<file path="config.mk">
export PLATFORM = sky130hd
export DESIGN_NAME = pid_controller_core
export DESIGN_NICKNAME = d
export VERILOG_FILES = /design/src/rtl/pid_controller_core.sv
export SDC_FILE = /design/constraint.sdc
export NUM_CORES = 2
export LEC_CHECK = 0
export ABC_AREA = 1
export BUFFER_PORTS_ARGS = -buffer_cell sky130_fd_sc_hd__buf_2
export CAP_MARGIN = 10
export CORE_MARGIN = 2
export CORE_UTILIZATION = 50
export CTS_CLUSTER_DIAMETER = 50
export DETAILED_ROUTE_END_ITERATION = 7
export GPL_ROUTABILITY_DRIVEN = 0
export PLACE_DENSITY = 0.68
export SLEW_MARGIN = 20
export SYNTH_ARGS = -nofsm -noshare
export SYNTH_HDL_FRONTEND = slang
export SYNTH_SLANG_ARGS = --single-unit
</file>
<file path="constraint.sdc">
create_clock -name clk_in -period 15.5 [get_ports clk_in]
set_input_delay 1.55 -clock clk_in [delete_from_list [all_inputs] [get_ports clk_in]]
set_output_delay 1.55 -clock clk_in [all_outputs]
set_load 0.05 [all_outputs]
</file>
<file path="src/rtl/pid_controller_core.sv">
// Single-channel PID compute pipeline (error, integral/derivative, products, sum)
// followed by an offset-and-clamp stage producing an unsigned DAC code.
module pid_controller_core #(
  parameter int W_DATA = 18,
  parameter int W_COEF = 16,
  parameter int W_OPP  = 16,
  parameter int W_INTG = 32
) (
  input  logic                     clk_in,
  input  logic                     rst_n_in,
  input  logic signed [W_DATA-1:0] data_in,
  input  logic                     data_dv_in,
  input  logic                     lock_en_in,
  input  logic                     update_in,
  input  logic                     update_en_in,
  input  logic signed [W_COEF-1:0] setpoint_in,
  input  logic signed [W_COEF-1:0] p_coef_in,
  input  logic signed [W_COEF-1:0] i_coef_in,
  input  logic signed [W_COEF-1:0] d_coef_in,
  input  logic        [W_OPP-1:0]  opp_init_in,
  input  logic        [W_OPP-1:0]  opp_min_in,
  input  logic        [W_OPP-1:0]  opp_max_in,
  output logic signed [W_DATA-1:0] pid_data_out,
  output logic                     pid_dv_out,
  output logic        [W_OPP-1:0]  opp_data_out,
  output logic                     opp_dv_out
);

  localparam int W_ERR  = W_DATA + 1;
  localparam int W_DER  = W_DATA + 2;
  localparam int W_IS   = W_INTG + 1;
  localparam int W_PP   = W_COEF + W_ERR;
  localparam int W_IP   = W_COEF + W_INTG;
  localparam int W_DP   = W_COEF + W_DER;
  localparam int W_PMAX = (W_IP > W_DP) ? ((W_IP > W_PP) ? W_IP : W_PP)
                                        : ((W_DP > W_PP) ? W_DP : W_PP);
  localparam int W_SUM  = W_PMAX + 2;
  localparam int W_S    = ((W_OPP + 1 > W_DATA) ? W_OPP + 1 : W_DATA) + 1;
  localparam logic [W_INTG-1:0] INTG_MIN = {1'b1, {(W_INTG-1){1'b0}}};
  localparam logic [W_INTG-1:0] INTG_MAX = {1'b0, {(W_INTG-1){1'b1}}};
  localparam logic [W_DATA-1:0] PID_MIN  = {1'b1, {(W_DATA-1){1'b0}}};
  localparam logic [W_DATA-1:0] PID_MAX  = {1'b0, {(W_DATA-1){1'b1}}};

  // Interface is strobe-only: a sample is taken on any edge where data_dv_in
  // and lock_en_in are both high; results appear as one-cycle strobes, no backpressure.
  logic signed [W_COEF-1:0] sp_q, p_q, i_q, d_q;
  logic        [W_OPP-1:0]  init_q, min_q, max_q;
  logic                     accept;
  logic                     v1_q, v2_q, v3_q;
  logic signed [W_ERR-1:0]  e1_d, e1_q, eprev_q;
  logic signed [W_IS-1:0]   intg_sum;
  logic signed [W_INTG-1:0] intg_d, intg_q;
  logic signed [W_DER-1:0]  der_d, der_q;
  logic signed [W_PP-1:0]   pp_q;
  logic signed [W_IP-1:0]   ip_q;
  logic signed [W_DP-1:0]   dp_q;
  logic signed [W_SUM-1:0]  sum_d;
  logic                     sum_fits;
  logic signed [W_DATA-1:0] pid_d, pid_q;
  logic                     pid_dv_q;
  logic signed [W_S-1:0]    s_d, max_s, min_s;
  logic                     gt_max, lt_min;
  logic        [W_OPP-1:0]  opp_d, opp_q;
  logic                     opp_dv_q;

  always_ff @(posedge clk_in or negedge rst_n_in) begin
    if (!rst_n_in) begin
      sp_q   <= '0;
      p_q    <= '0;
      i_q    <= '0;
      d_q    <= '0;
      init_q <= '0;
      min_q  <= '0;
      max_q  <= '0;
    end else if (update_in && update_en_in) begin
      sp_q   <= setpoint_in;
      p_q    <= p_coef_in;
      i_q    <= i_coef_in;
      d_q    <= d_coef_in;
      init_q <= opp_init_in;
      min_q  <= opp_min_in;
      max_q  <= opp_max_in;
    end
  end

  assign accept   = data_dv_in & lock_en_in;
  assign e1_d     = W_ERR'(sp_q) - W_ERR'(data_in);
  assign intg_sum = W_IS'(intg_q) + W_IS'(e1_q);
  assign intg_d   = (intg_sum[W_INTG] == intg_sum[W_INTG-1]) ? intg_sum[W_INTG-1:0]
                  : (intg_sum[W_INTG] ? INTG_MIN : INTG_MAX);
  assign der_d    = W_DER'(e1_q) - W_DER'(eprev_q);

  always_ff @(posedge clk_in or negedge rst_n_in) begin
    if (!rst_n_in) begin
      v1_q    <= 1'b0;
      e1_q    <= '0;
      v2_q    <= 1'b0;
      intg_q  <= '0;
      eprev_q <= '0;
      der_q   <= '0;
    end else begin
      v1_q <= accept;
      if (accept) e1_q <= e1_d;
      v2_q <= v1_q;
      // In-flight samples finish before the lock-off clear takes effect.
      if (v1_q) begin
        intg_q  <= intg_d;
        der_q   <= der_d;
        eprev_q <= e1_q;
      end else if (!lock_en_in) begin
        intg_q  <= '0;
        eprev_q <= '0;
      end
    end
  end

  assign sum_d    = W_SUM'(pp_q) + W_SUM'(ip_q) + W_SUM'(dp_q);
  assign sum_fits = (&sum_d[W_SUM-1:W_DATA-1]) | ~(|sum_d[W_SUM-1:W_DATA-1]);
  assign pid_d    = sum_fits ? sum_d[W_DATA-1:0] : (sum_d[W_SUM-1] ? PID_MIN : PID_MAX);

  always_ff @(posedge clk_in or negedge rst_n_in) begin
    if (!rst_n_in) begin
      v3_q     <= 1'b0;
      pp_q     <= '0;
      ip_q     <= '0;
      dp_q     <= '0;
      pid_q    <= '0;
      pid_dv_q <= 1'b0;
    end else begin
      v3_q <= v2_q;
      // eprev_q already holds the error of the sample in this stage.
      if (v2_q) begin
        pp_q <= W_PP'(p_q) * W_PP'(eprev_q);
        ip_q <= W_IP'(i_q) * W_IP'(intg_q);
        dp_q <= W_DP'(d_q) * W_DP'(der_q);
      end
      pid_dv_q <= v3_q;
      if (v3_q) pid_q <= pid_d;
    end
  end

  assign s_d    = W_S'($signed({1'b0, init_q})) + W_S'(pid_q);
  assign max_s  = W_S'($signed({1'b0, max_q}));
  assign min_s  = W_S'($signed({1'b0, min_q}));
  assign gt_max = s_d > max_s;
  // Clamp to max first, then min, so min wins when the limits cross.
  assign lt_min = gt_max ? (max_q < min_q) : (s_d < min_s);
  assign opp_d  = lt_min ? min_q : (gt_max ? max_q : s_d[W_OPP-1:0]);

  always_ff @(posedge clk_in or negedge rst_n_in) begin
    if (!rst_n_in) begin
      opp_q    <= '0;
      opp_dv_q <= 1'b0;
    end else begin
      opp_dv_q <= pid_dv_q;
      if (pid_dv_q) opp_q <= opp_d;
      else if (!lock_en_in) opp_q <= init_q;
    end
  end

  assign pid_data_out = pid_q;
  assign pid_dv_out   = pid_dv_q;
  assign opp_data_out = opp_q;
  assign opp_dv_out   = opp_dv_q;

endmodule

</file>
==> summary.txt <==
CP Data Required Time: 16070 ps
Core ar.: 133000 sq um
initial antenna violation count: 7
Worst-Skew Late Latency: 690 ps
CP Launch Point: p_q[4]
Final Skew: 66.4 ps
ys async rst share: 100%
RSZ-0062 raised after global routing: false
Final setup violation count: 0
Critical Path AT: 7550 ps
Syn Nets: 10500
crit end category: register
via count: 55700
Die Wd: 371 um
commonest non-fill, non-tap cell in the layout: nand2_1
share of layout cells above drive strength 1: 6.03%
Final nets: 10400
GR Util All Layers: 29.1%
cts bufs inserted: 59
number of synthesized flops with an enable pin: 0
clk buf depth: 3
Hold WS: 500 ps
HP Start: dp_q[1]
Slew headroom: 25.5%
Worst R2R Start: p_q[4]
kind of critical path: register to register
routed length per instance: 18.5 um
Resized Gates After CTS: 0
Yosys cell types: 59
vias in the first global route: 58600
postcts setup bufs: 0
GRT overflow: 0
Pins Over Slew Limit: 0
clock tree from TritonCTS: built
Worst Hold Class: register to register
Final period util: 45.0%
Post-Syn Area: 67300 sq um
Syn. warnings: 0
Fin. Hold Viols: 0
CTS Sinks: 360
Slew @ Worst Pin: 1120 ps
synth-to-layout area growth: 6.09%
post-route design area: 71300 sq um
total die area: 137000 sq um
detailed-route vias per instance: 5.32
row count: 134
# hold bufs at CTS: 0
Max Cap Viol: 0
DIE HEIGHT: 371 um
worst-path fanout max: 20
first-pass GRT wire length: 314 mm
most frequent cells in the layout: nand2_1 (2319), inv_1 (2203), fa_1 (1161)
Post-Syn Instances: 8741
drt first pass iters: 6
ys flop type: dfrtp_1
setup tns final: 0 ps
I/O Pins: 172
fmax: 0.143 GHz
CTS H-tree lvls: 2
CTS clock-pin slew for the worst setup and hold paths: 60 ps
placed inst area: 69300 sq um
Syn Area/Cell: 7.69 sq um
antenna diode count: 0
Post-route DRC: 0
final WL: 194 mm
Initial Util: 50.4%
status: completed
Final min period: 6980 ps
CP Launch Type: register
pin count of the biggest net entering global routing: 129
1st-iter DRT viols: 4677
IO Port Bufs: 171
register bit count reported by yosys: 360
antenna viol nets, final: 0
DP Wirelength: 157 mm
CTS Root Cell: clkbuf_16
post-synthesis sequential area ratio: 13.4%
==> worst max-delay path: stages, from the launching register on <==
cell	delay, ps
dfrtp_1	970
nand2_1	200
fa_1	600
inv_1	50
fa_1	470
inv_1	50
fa_1	500
inv_1	60
fa_1	530
inv_1	60
fa_1	490
inv_1	60
fa_1	430
ha_1	380
a21oi_1	190
o21a_1	140
nand3_1	130
a31oi_1	310
o21ai_0	180
a21boi_0	480
o21ai_0	190
or2_2	300
nand3_1	70
nand2_1	60
==> worst paths after layout <==
check | endpoint | slack [ps] | cells after the start
max | pp_q[33] | 8520 | 23
min | dp_q[1] | 500 | 2
max reg2reg | pp_q[33] | 8520 | 23
min reg2reg | dp_q[1] | 500 | 2
max in group asynchronous | i_q[9] | 12230 | 3
min in group asynchronous | d_q[12] | 850 | 1
==> state kept, by name, indices dropped and copies added (netlist names), 18 cells and up <==
| name | flops |
|---|---|
| ip_q | 48 |
| dp_q | 36 |
| pp_q | 35 |
| intg_q | 32 |
| der_q | 20 |
| e1_q | 19 |
| eprev_q | 19 |
| pid_data_out | 18 |
==> area by class of cell <==
| class | count | area [sq um] |
|---|---|---|
| Clock buffer | 71 | 1620 |
| Timing Repair Buffer | 213 | 1190 |
| Clock inverter | 40 | 433 |
| Tap cell | 1768 | 2210 |
| Sequential cell | 360 | 9010 |
| Multi-Input combinational cell | 5819 | 48600 |
| Inverter | 2213 | 8310 |
| Fill cell | 12700 | 62100 |
==> through the flow <==
stage	util [%]	setup slack [ps]	std cells
2_1_floorplan	-	9430	8741
3_3_place_gp	51.9	8820	10400
3_5_place_dp	51.9	8650	10400
4_1_cts	53.5	8650	10500
5_1_grt	53.5	8170	10500
6_report	53.5	8520	10500
==> synth_stat cells, drive strengths merged (3+ instances only) <==
| library cell | number | area share [%] |
|---|---|---|
| nand2 | 2348 | 13 |
| inv | 2210 | 12 |
| fa | 1161 | 35 |
| ha | 471 | 8.8 |
| nor2 | 407 | 2.4 |
| dfrtp | 360 | 13 |
| a21oi | 347 | 2.7 |
| clkbuf | 324 | 1.8 |
| o21ai | 264 | 2.0 |
| nand3 | 248 | 1.9 |
| xnor2 | 88 | 1.1 |
| xor2 | 87 | 1.1 |
| mux2 | 75 | 1.3 |
| nand4 | 54 | 0.50 |
| or2 | 41 | 0.38 |
| a31oi | 40 | 0.37 |
| nor3 | 37 | 0.29 |
| buf | 25 | 0.24 |
| a21o | 23 | 0.26 |
| o21bai | 23 | 0.26 |
| o21a | 19 | 0.21 |
| a21boi | 13 | 0.15 |
| nor4 | 10 | 0.093 |
| o22ai | 10 | 0.093 |
| o211ai | 9 | 0.10 |
| o31ai | 9 | 0.10 |
| a211oi | 6 | 0.067 |
| a221oi | 5 | 0.065 |
| and3 | 5 | 0.047 |
| nand3b | 4 | 0.045 |
| o221ai | 4 | 0.052 |
| clkinv | 3 | 0.017 |
==> layer usage <==
layer	wire, um	global-route usage (%)	vias to the layer above
met5	13	0	-
met4	9050	11.9	2
li1	-	-	25600
met2	91900	49.1	2395
met3	15900	4.66	527
met1	77200	37.2	27200
==> cells by family after synthesis <==
| group | Yosys count | synth area share, % |
|---|---|---|
| and+or+nand+nor | 3157 | 18.9 |
| buffers and inverters | 2562 | 14.4 |
| adders and majority gates | 1632 | 43.3 |
| AOI/OAI and AO/OA | 780 | 6.48 |
| DFF | 360 | 13.4 |
| xor gates and xnor gates | 175 | 2.29 |
| muxes | 75 | 1.26 |
Power is not shown: default switching activity piles up to over one toggle a cycle in this logic, so the estimate is an artifact.
